$ cat config.mk
export PLATFORM = sky130hd
export DESIGN_NAME = pr_write_buffer
export DESIGN_NICKNAME = d
export VERILOG_FILES = /design/src/rtl/pr_write_buffer.sv
export SDC_FILE = /design/constraint.sdc
export NUM_CORES = 1
export LEC_CHECK = 0
export CAP_MARGIN = 40
export CELL_PAD_IN_SITES_DETAIL_PLACEMENT = 0
export CELL_PAD_IN_SITES_GLOBAL_PLACEMENT = 1
export CORE_AREA = 4 4 255 257
export CTS_BUF_LIST = sky130_fd_sc_hd__clkbuf_4 sky130_fd_sc_hd__clkbuf_8
export DETAILED_ROUTE_END_ITERATION = 8
export DIE_AREA = 0 0 259 261
export PLACE_DENSITY_LB_ADDON = 0.1
export SLEW_MARGIN = 15
export SYNTH_ARGS = -nofsm -noshare
export SYNTH_HDL_FRONTEND = slang
export SYNTH_SLANG_ARGS = --single-unit
$ cat constraint.sdc
create_clock -name clk -period 47.5 [get_ports clk]
set_clock_uncertainty 0.2 [all_clocks]
set_input_delay 7.125 -clock clk [delete_from_list [all_inputs] [get_ports clk]]
set_output_delay 7.125 -clock clk [all_outputs]
set_load 0.02 [all_outputs]
$ cat src/rtl/pr_write_buffer.sv
// Packs WIDTH-bit elements into one FULL_WIDTH-bit line, then issues a single
// masked wide write. The FILL state collects elements and the DRAIN state holds the write until it is accepted.
module pr_write_buffer #(
    parameter int FULL_WIDTH = 512,
    parameter int WIDTH      = 64,
    parameter int ADDR_WIDTH = 32
) (
    input  logic                        clk,
    input  logic                        rst,
    input  logic                        idata_valid,
    input  logic [WIDTH-1:0]            idata,
    input  logic [ADDR_WIDTH-1:0]       iaddr,
    input  logic [7:0]                  base,
    input  logic                        flush,
    output logic                        idata_ready,
    output logic                        wvalid,
    input  logic                        wready,
    output logic [FULL_WIDTH-1:0]       wdata,
    output logic [FULL_WIDTH/WIDTH-1:0] wmask,
    output logic [ADDR_WIDTH-1:0]       waddr
);

    localparam int         MAX_ELEMS = FULL_WIDTH / WIDTH;
    localparam logic [8:0] LP_MAX    = 9'(MAX_ELEMS);
    localparam logic [7:0] LP_LAST   = 8'(MAX_ELEMS - 1);

    typedef enum logic {S_FILL, S_DRAIN} state_t;

    state_t                  r_state;
    logic                    r_wvalid;
    logic [FULL_WIDTH-1:0]   r_wdata;
    logic [MAX_ELEMS-1:0]    r_wmask;
    logic [ADDR_WIDTH-1:0]   r_waddr;
    logic [7:0]              r_ptr;

    logic                    w_accept;
    logic                    w_empty;
    logic [7:0]              w_ptr;
    logic                    w_close;

    // The line counts as empty while no mask bit is set, so the mask doubles as the fill flag.
    always_comb begin
        w_empty  = (r_wmask == '0);
        w_accept = idata_valid && idata_ready;
        w_ptr    = r_ptr;
        if (w_empty) begin
            w_ptr = ({1'b0, base} < LP_MAX) ? base : 8'd0;
        end
        if (w_accept) begin
            w_close = (w_ptr == LP_LAST) || flush;
        end else begin
            w_close = (r_state == S_FILL) && flush && !w_empty;
        end
    end

    always_ff @(posedge clk or posedge rst) begin
        if (rst) begin
            r_state  <= S_FILL;
            r_wvalid <= 1'b0;
            r_wdata  <= '0;
            r_wmask  <= '0;
            r_waddr  <= '0;
            r_ptr    <= 8'd0;
        end else begin
            case (r_state)
                S_FILL: begin
                    if (w_accept) begin
                        if (w_empty) begin
                            r_waddr <= iaddr;
                        end
                        for (int k = 0; k < MAX_ELEMS; k++) begin
                            if (w_ptr == 8'(k)) begin
                                r_wdata[FULL_WIDTH-1-k*WIDTH -: WIDTH] <= idata;
                                r_wmask[k] <= 1'b1;
                            end
                        end
                        r_ptr <= 8'(w_ptr + 8'd1);
                    end
                    if (w_close) begin
                        r_state  <= S_DRAIN;
                        r_wvalid <= 1'b1;
                    end
                end
                S_DRAIN: begin
                    if (wready) begin
                        r_state  <= S_FILL;
                        r_wvalid <= 1'b0;
                        r_wdata  <= '0;
                        r_wmask  <= '0;
                        r_ptr    <= 8'd0;
                    end
                end
                default: r_state <= S_FILL;
            endcase
        end
    end

    assign idata_ready = (r_state == S_FILL) && !rst;
    assign wvalid      = r_wvalid;
    assign wdata       = r_wdata;
    assign wmask       = r_wmask;
    assign waddr       = r_waddr;

endmodule
==> results by group, run 1 <==
Critical path
  • Worst Setup End Kind: output port
  • Slowest stage cell, crit path: clkdlybuf4s50_1
  • CP max FO: 3
  • Crit Path Class: input port to output port
  • Critical Path Max Stage Delay: between 0.6 and 0.7 ns
  • Most used cell along the critical path: clkdlybuf4s50_1
  • Req. time, crit path: about 40 ns
  • Crit start category: input port
  • Crit-path leading delay family: buffers and inverters
  • Worst Path Arrival: 8.51 ns
  • Crit-path cells: clkdlybuf4s50_1 -> nor2_1 -> clkdlybuf4s50_1
  • WP buf/inv: 2
  • FF-to-FF setup slack: between 40 and 50 ns

Floorplanning
  • Core box area: 0.0627 mm^2
  • Initial Util: 0.393
  • # rows: a little over 90
  • I/O pin count: about 660
  • Die H: ~260 um
  • Die ar.: ~0.068 mm^2
  • Die W: about 260 um

Power
  • Max IR drop VDD: roughly 0.000035 V
  • Lkg Pwr: ~17 nW
  • Power density cells: around 53 mW/mm^2
  • Sequential share of power: 0.350
  • Int Pwr: ~1.2 mW
  • Switching Share: 0.369
  • Comb power frac: 0.382
  • P_sw: just under 700 uW
  • Clk pwr share: 0.268

Logic synthesis
  • Flops & latches, synth: between 500 and 600
  • Largest area contributor in the netlist: dfrtp_1
  • Register area share after synthesis: 0.570
  • Avg Cell Area, Syn: ~11 um^2
  • Synth area leaders: dfrtp_1 (57%), mux2i_1 (17%), nand2_1 (7.2%), nand2b_1 (4.1%), a221o_1 (2.6%)
  • Yosys cell types: slightly above 40
  • Ys async rst share: 1.00
  • Netlist Area Pre-Place: between 0.02 and 0.025 mm^2
  • Ys Warns: 0
  • Share of Yosys cell area claimed by the top area cell type: 0.570
  • Number of flops mapped to enable cells by yosys: 0
  • Syn nets: roughly 2300
  • Top_reg_cell synth: dfrtp_1
  • Gate Count Post-Synth: around 2200

Placed design
  • Port buffer count: 662
  • Hpwl dp: ~62000 um
  • Routability cong.: approximately 0.81
  • Post-DP Area: around 0.032 mm^2

Timing
  • Actual slew at the worst max-slew pin: between 1 and 1.5 ns
  • Final Hold Viols: 0
  • Slew headroom: 0.310
  • Setup TNS Final: 0 ns
  • Max Clk Rate: approximately 63 MHz
  • Crit path time final: between 15 and 20 ns
  • Pins Over Slew Limit: 0
  • Final period util: 0.333
  • # setup viols final: 0
  • RSZ-0062 raised after global routing: no

Detailed routing
  • Vias per cell: roughly 5.1
  • Drc violations: 0
  • Routed len/inst: ~24 um
  • Detailed Route WL: around 90000 um
  • Via count: between 15000 and 20000
  • Post-route antenna net violation count: 0
  • Starting DRT DRC Count: approximately 1200
  • 1st-pass router iterations: 7

Global routing
  • Pin count of the biggest net entering global routing: roughly 170
  • Vias in the first global route: 19700
  • Total GRT Usage: 0.258
  • First-pass GRT wire length: approximately 130000 um
  • Initial antenna violation count: 5
  • GRT overflow: 0

Final layout
  • Area delta synth->final: 39.2%
  • Fill cell count: ~5400
  • Design Area, Final: about 0.034 mm^2
  • Fin nets: between 2000 and 3000
  • Ratio of cells with drive above 1 in the final layout: 0.0978

Clock tree
  • Clk slew on worst S/H paths: about 0.060 ns
  • CTS H-tree depth: 3
  • Clock Tree Buf Depth: 3
  • Clk root buf: clkbuf_8
  • Clock Latency Late Sink: a little under 0.7 ns
  • Post-CTS Setup Bufs: 0
  • Post-cts hold buffer count: 0
  • CTS tree: done
  • TritonCTS Buffers: ~100
  • CTS sink cnt: 562
  • Post-CTS Resized: 0

Run
  • Max-Cap Viols: 0

Min path
  • Min-delay worst type: flip-flop to flip-flop

Outcome
  • Status: complete, no violations
cells in the final DEF (no fill, tap or decap), drive strengths merged, types with 2 or more instances in the layout:
master,n
or4,3
ha,4
o221ai,32
inv,55
a21oi,70
nand3,45
nand2b,161
nor3,21
diode,3
nor3b,14
buf,42
clkbuf,176
a221o,64
dfrtp,562
o21ai,10
and2,3
clkdlybuf4s50,662
mux2i,417
nor2,11
nor2b,2
and3,3
nand2,472
mux2,32
clkinv,8
o31ai,2
logic make-up (layout without fill, tap and decap cells):
| logic type | Yosys count | count (layout) | synth area share |
|---|---|---|---|
| DFF | 562 | 562 | 0.570 |
| other | 0 | 3 | 0 |
| xor gates and xnor gates | 2 | 2 | 0.000711 |
| and+or+nand+nor | 738 | 738 | 0.137 |
| muxes | 449 | 449 | 0.184 |
| buffers and inverters | 224 | 944 | 0.0494 |
| adders and majority gates | 4 | 4 | 0.00203 |
| AOI/OAI and AO/OA | 185 | 185 | 0.0567 |
power groups by stage:
stage          combinational (mW)  clock [mW]  sequential, mW
2_1_floorplan               0.269           0           0.747
3_3_place_gp                0.681           0           0.644
3_5_place_dp                0.701           0           0.647
4_1_cts                     0.703       0.503           0.641
5_1_grt                     0.747       0.526           0.654
6_report                    0.701       0.491           0.642
stage by stage:
step | setup WS, ns | hold slack [ns] | util | std cells | total power [mW]
2_1_floorplan | 24.46 | 0.283 | - | 2164 | 1.02
3_3_place_gp | 31.64 | 0.288 | 0.504 | 3525 | 1.32
3_5_place_dp | 31.64 | 0.295 | 0.511 | 3542 | 1.35
4_1_cts | 31.63 | 0.308 | 0.546 | 3729 | 1.85
5_1_grt | 31.58 | 0.326 | 0.547 | 3733 | 1.93
6_report | 31.66 | 0.302 | 0.547 | 3733 | 1.83
layout make-up:
type | count | area [um^2] | area share
inverter | 53 | 206 | 0.00602
multi-input combinational | 1378 | 9490 | 0.276
clock inverter | 11 | 83.8 | 0.00244
timing repair buffer | 704 | 7270 | 0.212
sequential | 562 | 14100 | 0.410
tap | 846 | 1060 | 0.0308
antenna | 3 | 7.51 | 0.000219
clock buffer | 176 | 2140 | 0.0624
routing by layer:
layer,global-route usage,wire length [um],vias to the layer above
li1,-,-,8648
met1,0.322,36200,9758
met2,0.432,44400,588
met3,0.0831,7070,117
met4,0.0765,2310,2
met5,0,13,-
registers in the layout, indices dropped and copies added, names as in the netlist:
| signal | count |
|---|---|
| wmask | 8 |
| wvalid | 1 |
| wdata | 512 |
| r_state | 1 |
| waddr | 32 |
| r_ptr | 8 |
synth_stat cells, types with 2 or more instances:
library cell,n
o31ai_1,2
and3_1,3
nor2b_1,2
nand3_2,2
nor3b_1,14
mux2i_1,417
o21ai_0,10
or4_4,2
o221ai_1,32
mux2_2,32
nor3_1,21
nand3_1,43
ha_1,4
a221o_1,64
clkbuf_1,96
nor2_1,11
nand2b_1,161
nand2_1,472
dfrtp_1,562
buf_6,45
inv_1,53
buf_4,5
buf_2,17
a21oi_1,70
buf_1,8
path summary, 6_finish.rpt:
kind	endpoint	cells after the start	start
max	idata_ready	3	rst
min	waddr[0]	1	waddr[0]
max reg2reg	wdata[266]	11	wmask[5]
min reg2reg	waddr[0]	1	waddr[0]
max in group asynchronous	wdata[282]	7	rst
min in group asynchronous	wdata[83]	2	rst
Note: power is estimated with default switching activity, not from simulation.
==> run 2, diff against run 1 <==
--- a/config.mk
+++ b/config.mk
@@ -8,10 +8,10 @@
 export CAP_MARGIN = 40
 export CELL_PAD_IN_SITES_DETAIL_PLACEMENT = 0
 export CELL_PAD_IN_SITES_GLOBAL_PLACEMENT = 1
-export CORE_AREA = 4 4 255 257
+export CORE_MARGIN = 4
+export CORE_UTILIZATION = 39
 export CTS_BUF_LIST = sky130_fd_sc_hd__clkbuf_4 sky130_fd_sc_hd__clkbuf_8
 export DETAILED_ROUTE_END_ITERATION = 8
-export DIE_AREA = 0 0 259 261
 export PLACE_DENSITY_LB_ADDON = 0.1
 export SLEW_MARGIN = 15
 export SYNTH_ARGS = -nofsm -noshare
==> constraint.sdc (replaced) <==
create_clock -name clk -period 14.8 [get_ports clk]
set_clock_uncertainty 0.2 [all_clocks]
set_input_delay 2.22 -clock clk [delete_from_list [all_inputs] [get_ports clk]]
set_output_delay 2.22 -clock clk [all_outputs]
set_load 0.02 [all_outputs]
==> results by group, run 2 (synthesized netlist as in run 1, its figures left out) <==
Critical path
  • WP buf/inv: 3 (was 2)
  • Worst Path Arrival: 6.25 ns (was 8.51 ns)
  • Crit-path cells: clkdlybuf4s50_1 -> or4_1 -> nor2_1 -> nand2_1 -> o21a_1 -> inv_1 -> ha_2 -> nand3_4 -> buf_4 -> mux2i_1 (was clkdlybuf4s50_1 -> nor2_1 -> clkdlybuf4s50_1)
  • Critical Path Max Stage Delay: 0.77 ns (was 0.64 ns)
  • Crit start category: input port (unchanged)
  • CP max FO: 36 (was 3)
  • Worst Setup End Kind: flip-flop (was output port)
  • Slowest stage cell, crit path: nand3_4 (was clkdlybuf4s50_1)
  • Crit-path leading delay family: simple AND/OR/NAND/NOR gates (was buffers and inverters)
  • Crit Path Class: input port to flip-flop (was input port to output port)
  • Req. time, crit path: 15.11 ns (was 40.17 ns)

Floorplanning
  • I/O pin count: 663 (unchanged)
  • Initial Util: 0.397 (was 0.393)
  • Core box area: 0.0622 mm^2 (was 0.0627 mm^2)
  • # rows: 91 (was 92)
  • Die W: 259 um (about the same)
  • Die H: 259 um (was 261 um)
  • Die ar.: 0.0673 mm^2 (was 0.0676 mm^2)

Clock tree
  • Clk root buf: clkbuf_8 (unchanged)
  • Post-cts hold buffer count: 0 (unchanged)
  • CTS tree: done (unchanged)
  • Clock Tree Buf Depth: 3 (unchanged)
  • Post-CTS Setup Bufs: 0 (unchanged)
  • Clock Latency Late Sink: 0.68 ns (about the same)
  • Clk slew on worst S/H paths: 0.06 ns (about the same)
  • CTS H-tree depth: 3 (unchanged)
  • TritonCTS Buffers: 99 (was 103)
  • CTS sink cnt: 562 (unchanged)
  • Post-CTS Resized: 0 (unchanged)

Power
  • Max IR drop VDD: 0.000109 V (was 0.0000352 V)
  • Clk pwr share: 0.267 (was 0.268)
  • Power density cells: 172 mW/mm^2 (was 53.4 mW/mm^2)
  • Int Pwr: 3.67 mW (was 1.16 mW)
  • Power, Total: 5.85 mW (was 1.83 mW)
  • Switching Share: 0.372 (was 0.369)
  • P_sw: 2.18 mW (was 677 uW)
  • Lkg Pwr: 17.0 nW (was 17.2 nW)
  • Sequential share of power: 0.356 (was 0.350)
  • Comb power frac: 0.378 (was 0.382)

Timing
  • Worst hold slack: 0.296 ns (was 0.302 ns)
  • Crit path time final: a little under 6 ns
  • Final period util: 0.401
  • Final Hold Viols: 0 (unchanged)
  • Setup TNS Final: 0 ns (unchanged)
  • RSZ-0062 raised after global routing: no (unchanged)
  • Actual slew at the worst max-slew pin: 1.06 ns (was 1.04 ns)
  • # setup viols final: 0 (unchanged)
  • Max Clk Rate: approximately 170 MHz
  • Slew headroom: 0.293 (was 0.310)
  • Pins Over Slew Limit: 0 (unchanged)

Detailed routing
  • Drc violations: 0 (unchanged)
  • Vias per cell: 5.15 (was 5.12)
  • Routed len/inst: 24.2 um (was 24.1 um)
  • 1st-pass router iterations: 5 (was 7)
  • Starting DRT DRC Count: 1287 (was 1180)
  • Post-route antenna net violation count: 0 (unchanged)
  • Detailed Route WL: 89600 um (was 90000 um)
  • Via count: 19100 (about the same)

Global routing
  • First-pass GRT wire length: 133000 um (was 132000 um)
  • GRT overflow: 0 (unchanged)
  • Pin count of the biggest net entering global routing: 211 (was 167)
  • Initial antenna violation count: 8 (was 5)
  • Vias in the first global route: 19800 (was 19700)
  • Total GRT Usage: 0.260 (was 0.258)

Final layout
  • Max reg flops: 512 (unchanged)
  • Commonest non-fill, non-tap cell in the layout: clkdlybuf4s50_1 (unchanged)
  • Design Area, Final: 0.0340 mm^2 (was 0.0343 mm^2)
  • Fin nets: 2899 (was 2915)
  • Area delta synth->final: 37.9% (was 39.2%)
  • Ratio of cells with drive above 1 in the final layout: 0.0908 (was 0.0978)
  • Commonest cells after routing, fill and taps aside: clkdlybuf4s50_1 (662), dfrtp_1 (561), nand2_1 (471) (unchanged)
  • Non-Filler Instances: 3705 (was 3733)

Placed design
  • Post-Place Cells: 3521 (was 3542)
  • Routability cong.: 0.813 (was 0.811)
  • Post-DP Area: 0.0318 mm^2 (was 0.0321 mm^2)
  • Port buffer count: 662 (unchanged)
  • Hpwl dp: 61900 um (was 62500 um)

Run
  • Max-Cap Viols: 0 (unchanged)

Min path
  • Min-delay worst type: flip-flop to flip-flop (unchanged)

Outcome
  • Status: complete, no violations (unchanged)
-- run 2: cell type report --
cell class                      count  area (um^2)
Clock inverter                     18          156
Tap cell                          837         1050
Antenna cell                        6         15.0
Inverter                           53          203
Timing Repair Buffer              692         7020
Fill cell                        5533        28200
Clock buffer                      159         2020
Sequential cell                   562        14100
Multi-Input combinational cell   1378         9490
-- run 2: power by group through the flow --
stage	Combinational, mW	Clock (mW)	Sequential (mW)
detailed placement	2.22	0	2.10
floorplan	0.864	0	2.40
finish	2.21	1.56	2.08
global route	2.36	1.67	2.12
global placement	2.19	0	2.09
CTS	2.23	1.60	2.08
-- run 2: worst paths after layout --
kind	start	slack (ns)	end	cells past startpoint
max	base[7]	8.86	wdata[329]	10
min reg2reg	wvalid	0.30	wvalid	2
max reg2reg	wmask[5]	10.19	wdata[329]	7
min	wvalid	0.30	wvalid	2
max in group asynchronous	rst	9.95	wdata[73]	6
min in group asynchronous	rst	2.03	wdata[508]	3
-- run 2: metal layers --
layer  up-vias  part of all wire  track usage
met4         2             0.038        0.101
met2       632              0.49        0.426
met3       145             0.070       0.0667
met1      9685              0.41        0.332
met5         -           0.00015            0
li1       8625                 -            -
-- run 2: through the flow --
stage | setup WS (ns) | util
after floorplan | 4.73 | -
after global placement | 8.00 | 0.509
after detailed placement | 8.17 | 0.511
after CTS | 8.86 | 0.546
after global routing | 8.67 | 0.547
final | 8.86 | 0.547
-- run 2: worst min-delay path: cells and delay by family, from the launching register on --
kind	cells	cell delay (ns)
flip-flops	1	0.34
AND/OR/NAND/NOR	2	0.12
==> run 3, diff against run 2 <==
==> constraint.sdc (replaced) <==
create_clock -name clk -period 5.5 [get_ports clk]
set_clock_uncertainty 0.2 [all_clocks]
set_input_delay 0.825 -clock clk [delete_from_list [all_inputs] [get_ports clk]]
set_output_delay 0.825 -clock clk [all_outputs]
set_load 0.02 [all_outputs]
==> results by group, run 3 (synthesized netlist as in run 1, its figures left out) <==
Global routing
  • Pin count of the biggest net entering global routing: 149 (was 211)
  • Initial antenna violation count: 12 (was 8)
  • GRT overflow: 0 (unchanged)
  • Vias in the first global route: 19900 (was 19800)
  • Total GRT Usage: 0.260 (about the same)
  • First-pass GRT wire length: 133000 um (about the same)

Floorplanning
  • Core box area: 0.0622 mm^2 (unchanged)
  • Die W: 259 um (unchanged)
  • # rows: 91 (unchanged)
  • Die H: 259 um (unchanged)
  • Initial Util: 0.397 (unchanged)
  • I/O pin count: 663 (unchanged)
  • Die ar.: 0.0673 mm^2 (unchanged)

Final layout
  • Max reg flops: 512 (unchanged)
  • Ratio of cells with drive above 1 in the final layout: 0.0908 (unchanged)
  • Area delta synth->final: 37.8% (was 37.9%)
  • Multi-input gate area: 0.00949 mm^2 (unchanged)
  • Commonest non-fill, non-tap cell in the layout: clkdlybuf4s50_1 (unchanged)
  • Fin nets: 2904 (was 2899)
  • Seq. cell area: 0.0141 mm^2 (unchanged)
  • Commonest cells after routing, fill and taps aside: clkdlybuf4s50_1 (662), dfrtp_1 (561), nand2_1 (471) (unchanged)
  • Non-Filler Instances: 3708 (was 3705)
  • Fill cell count: 5508 (was 5533)
  • Final Core Density: 0.547 (about the same)

Clock tree
  • Clk slew on worst S/H paths: 0.06 ns (about the same)
  • Clock Latency Late Sink: 0.67 ns (was 0.68 ns)
  • Post-CTS Setup Bufs: 0 (unchanged)
  • Post-CTS Resized: 0 (unchanged)
  • Clk root buf: clkbuf_8 (unchanged)
  • TritonCTS Buffers: 98 (was 99)
  • CTS H-tree depth: 3 (unchanged)
  • CTS sink cnt: 562 (unchanged)
  • Clock Tree Buf Depth: 3 (unchanged)
  • CTS tree: done (unchanged)
  • Post-cts hold buffer count: 0 (unchanged)

Min path
  • Hold EP: waddr[9] (was wvalid)
  • Hold Path Cell Cnt: 1 (was 2)
  • Min-delay worst type: flip-flop to flip-flop (unchanged)
  • Hold wc startpoint: waddr[9] (was wvalid)

Timing
  • RSZ-0062 raised after global routing: no (unchanged)
  • # setup viols final: 0 (unchanged)
  • Actual slew at the worst max-slew pin: 0.901 ns (was 1.06 ns)
  • Crit path time final: 3.77 ns
  • Pins Over Slew Limit: 0 (unchanged)
  • Final Hold Viols: 0 (unchanged)
  • Final period util: 0.685
  • Slew headroom: 0.399 (was 0.293)
  • Max Clk Rate: roughly 270 MHz

Placed design
  • Hpwl dp: 62500 um (was 61900 um)
  • Routability cong.: 0.827 (was 0.813)
  • Port buffer count: 662 (unchanged)
  • Post-Place Cells: 3528 (was 3521)

Critical path
  • Crit Path Class: flip-flop to flip-flop (was input port to flip-flop)
  • WP buf/inv: 1 (was 3)
  • Crit-path cells: or4_4 -> or2_1 -> a21oi_1 -> ha_1 -> nand3_4 -> buf_12 -> mux2i_1 (was clkdlybuf4s50_1 -> or4_1 -> nor2_1 -> nand2_1 -> o21a_1 -> inv_1 -> ha_2 -> nand3_4 -> buf_4 -> mux2i_1)
  • Worst Path Arrival: 4.11 ns (was 6.25 ns)
  • Req. time, crit path: 5.84 ns (was 15.11 ns)
  • Critical Path Max Stage Delay: 0.64 ns (was 0.77 ns)
  • Crit-path leading delay family: simple AND/OR/NAND/NOR gates (unchanged)
  • FF-to-FF setup slack: 1.73 ns (was 10.19 ns)
  • R2R depth: 7 (unchanged)
  • CP max FO: 34 (was 36)
  • R2R Path Start: wmask[5] (unchanged)
  • Slowest stage cell, crit path: nand3_4 (unchanged)
  • Worst Setup End Kind: flip-flop (unchanged)
  • RR Endpoint: wdata[497] (was wdata[329])
  • Crit start category: flip-flop (was input port)

Detailed routing
  • Starting DRT DRC Count: 1438 (was 1287)
  • Via count: 19100 (about the same)
  • Routed len/inst: 24.3 um (was 24.2 um)
  • Drc violations: 0 (unchanged)
  • Post-route antenna net violation count: 0 (unchanged)
  • 1st-pass router iterations: 5 (unchanged)
  • Vias per cell: 5.14 (was 5.15)
  • Detailed Route WL: 90200 um (was 89600 um)

Outcome
  • Status: complete, no violations (unchanged)

Power
  • Power density cells: 458 mW/mm^2 (was 172 mW/mm^2)
  • Lkg Pwr: 17.0 nW (about the same)
  • Max IR drop VDD: 0.000305 V (was 0.000109 V)

Run
  • Max-Cap Viols: 0 (unchanged)
run 3: cell types whose count changed in the layout (fill, tap and decap cells not counted), moves of 2 or more:
cell and delta:
clkbuf_8 -8, diode_2 +3, clkinv_2 -6, buf_12 +7, buf_16 -2, clkbuf_4 +12
bufinv_16 -2
run 3: routing by layer:
| metal | share of wire | track usage | vias up |
|---|---|---|---|
| li1 | - | - | 8619 |
| met1 | 0.40 | 0.327 | 9668 |
| met2 | 0.49 | 0.430 | 605 |
| met3 | 0.072 | 0.0754 | 170 |
| met4 | 0.037 | 0.0938 | 4 |
| met5 | 0.00027 | 0 | - |
run 3: final cells by class:
| type | count | share of cell area |
|---|---|---|
| antenna | 9 | 0.000663 |
| inverter | 53 | 0.00596 |
| clock inverter | 8 | 0.00136 |
| sequential | 562 | 0.414 |
| multi-input combinational | 1378 | 0.279 |
| timing repair buffer | 698 | 0.209 |
| tap | 837 | 0.0308 |
| clock buffer | 163 | 0.0588 |
run 3: worst max-delay path by stage:
| stage | startpoint | end | slack [ns] | depth (start not counted) |
|---|---|---|---|---|
| final | wmask[5] | wdata[497] | 1.73 | 7 |
| after global routing | wmask[5] | wdata[477] | 1.56 | 7 |
| after CTS | wmask[5] | wdata[497] | 1.76 | 7 |
| after detailed placement | base[7] | wdata[165] | 1.18 | 10 |
| after global placement | base[7] | wdata[164] | 1.21 | 10 |
| after floorplan | rst | r_ptr[0] | -3.18 | 1 |
run 3: stage by stage:
stage	instance area, um^2	TNS (ns)	hold slack, ns	power (mW)	setup WS [ns]
6_report	34000	0	0.303	15.6	1.73
5_1_grt	34000	0	0.310	16.4	1.56
4_1_cts	34000	0	0.305	15.7	1.76
3_5_place_dp	31900	0	0.292	11.6	1.18
3_3_place_gp	31800	0	0.287	11.5	1.21
2_1_floorplan	24700	-1785.31	0.283	8.78	-3.18
run 3: where the power goes:
group	leakage (nW)	internal [mW]	total [mW]	switching [mW]
sequential	7.48	4.95	5.59	0.637
clock	1.10	2.27	3.99	1.72
combinational	8.43	2.55	5.99	3.44
total	17.0	9.77	15.6	5.80
==> variant (config.mk and constraints of run 3) <==
Set the parameter `FULL_WIDTH` to 128 (it was 512).
--- a/src/rtl/pr_write_buffer.sv
+++ b/src/rtl/pr_write_buffer.sv
@@ -3,3 +3,3 @@
 module pr_write_buffer #(
-    parameter int FULL_WIDTH = 512,
+    parameter int FULL_WIDTH = 128,
     parameter int WIDTH      = 64,
Ports: changed (resized wdata and wmask); port bits go from 663 to 273. No check against the original RTL was run, so the function may have changed too.
==> variant against run 3 <==
Final area decreased by 68%. Sequential cell count decreased by 390. Sequential power is 66% lower. Setup slack better by 150 ps. Total power fell by 66%. First-iteration DRC count down 85%. Fmax up 4.1%. Area after synthesis down 70%. Routed wire length decreased by 78%. Critical path type is now primary input to flip-flop. Largest cell class unchanged. Largest power group unchanged.
==> variant: results (changes against run 3) <==
INFO  metric min_from = waddr[14]
INFO  metric drt_iter0_markers = 219 (-85%)
INFO  metric synth_sequential_area_ratio = 57.9% (+0.90 points)
INFO  metric timing_worst_slew_pin_value = 856 ps (-45.0 ps)
INFO  metric mappedNetlistNets = 738 (-68%)
INFO  metric drt_pre_antenna_iters = 6 (+1)
INFO  metric data_arrival_at_the_endpoint_of_the_critical_path = 3780 ps (-330 ps)
INFO  metric critical_path.max_stage_delay = 670 ps (+30 ps)
INFO  metric detailed_place_hpwl = 13.7 mm (-78%)
INFO  metric cts.path.max_buffers = 2 (-1)
INFO  metric worst_skew_pair.late_latency = 440 ps (-230 ps)
INFO  metric first_element_of_the_critical_path = rst
INFO  metric synth_area_leaders = sky130_fd_sc_hd__dfrtp_1, sky130_fd_sc_hd__mux2i_1, sky130_fd_sc_hd__nand2_1
INFO  metric yosys.cell_types.count = 40 (-2.4%)
INFO  metric worst-setup-path-type = primary input to flip-flop
INFO  metric largest_net_degree_at_the_start_of_global_routing = 155 (+4.0%)
INFO  metric length_in_cells_of_the_worst_reg_to_reg_path = 5 (-2)
INFO  metric post_dr_wirelength_cell = 17.9 um (-27%)
INFO  metric first_global_vias = 6057 (-70%)
INFO  metric rr_startpoint = r_state
INFO  metric yosys-top-cells-count = sky130_fd_sc_hd__dfrtp_1, sky130_fd_sc_hd__nand2_1, sky130_fd_sc_hd__mux2i_1, sky130_fd_sc_hd__nand2b_1, sky130_fd_sc_hd__mux2_2
INFO  metric run_status = completed
INFO  metric crit-reg2reg-capture = wdata[39]
INFO  metric power.ir.vdd_worst = 0.000237 V (-22%)
INFO  metric grt_first_pass_wirelength = 32.8 mm (-75%)
INFO  metric clock_tree.htree_level_count = 4 (+1)
INFO  metric cts_made_buffers = 17 (-83%)
INFO  metric io_buffers = 272 (-59%)
INFO  metric static-leakage-power = 4.86 nW (-71%)
INFO  metric max_clock_freq = 0.276 GHz (+4.1%)
INFO  metric layout-drive-gt1-share = 8.80% (-0.29 points)
INFO  metric largest_register_ffs = 128 (-75%)
INFO  metric groute.usage.overall = 19.1% (-6.9 points)
INFO  metric worst_reg_to_reg_setup_slack = 2390 ps (+660 ps)
INFO  metric timing.critical_path.fanout_max = 66 (+94%)
-- variant: cell types whose count changed after synthesis, moves of 69 or more --
cell	before	now
sky130_fd_sc_hd__a21oi_1	70	1
sky130_fd_sc_hd__clkbuf_1	96	23
sky130_fd_sc_hd__dfrtp_1	562	172
sky130_fd_sc_hd__mux2i_1	417	128
sky130_fd_sc_hd__nand2_1	472	138
sky130_fd_sc_hd__nand2b_1	161	50
-- variant: area by class of cell --
cell class	count	area share, %
Inverter	16	0.595
Multi-Input combinational cell	399	26.4
Sequential cell	172	40.2
Timing Repair Buffer	279	26.3
Clock inverter	14	1.45
Clock buffer	18	2.31
Tap cell	234	2.73
-- variant: report_power, final --
| part | internal, mW | leakage [nW] | total (mW) | switching (mW) |
|---|---|---|---|---|
| clock | 0.424 | 0.201 | 0.902 | 0.477 |
| combinational | 1.18 | 2.36 | 2.48 | 1.30 |
| sequential | 1.68 | 2.29 | 1.91 | 0.234 |
| total | 3.28 | 4.86 | 5.30 | 2.01 |
-- variant: worst reg2reg max path, delay by kind of cell (launching register included) --
family | cells | cell delay (ps)
AOI/OAI and AO/OA | 1 | 390
muxes | 1 | 350
and+or+nand+nor | 2 | 1270
buffers and inverters | 1 | 430
DFF | 1 | 410
-- variant: worst min path at each step --
| stage | to | cells after the start | slack, ps |
|---|---|---|---|
| 3_5_place_dp | waddr[20] | 1 | 290 |
| 6_report | waddr[14] | 1 | 310 |
| 2_1_floorplan | r_ptr[5] | 1 | 270 |
| 4_1_cts | waddr[5] | 1 | 310 |
| 3_3_place_gp | waddr[3] | 1 | 290 |
| 5_1_grt | waddr[28] | 1 | 330 |
-- variant: cells by family after synthesis --
group | synth area share [%]
compound gates | 2.29
xor+xnor | 0.118
buf+inv | 4.16
flops | 57.9
mux | 22.1
simple gates | 13.4
-- variant: metrics by stage --
| stage | cell area, um2 | instances |
|---|---|---|
| finish | 10700 | 1132 |
| global placement | 10300 | 1099 |
| CTS | 10700 | 1132 |
| floorplan | 7430 | 629 |
| global route | 10700 | 1132 |
| detailed placement | 10300 | 1100 |
-- variant: per-layer routing --
| metal | vias to the layer above | wire [um] | global-route usage (%) |
|---|---|---|---|
| met3 | 19 | 1510 | 6.77 |
| li1 | 2607 | - | - |
| met2 | 179 | 10000 | 32.4 |
| met5 | - | 0 | 0 |
| met1 | 2745 | 8460 | 23.3 |
| met4 | 0 | 249 | 5.17 |
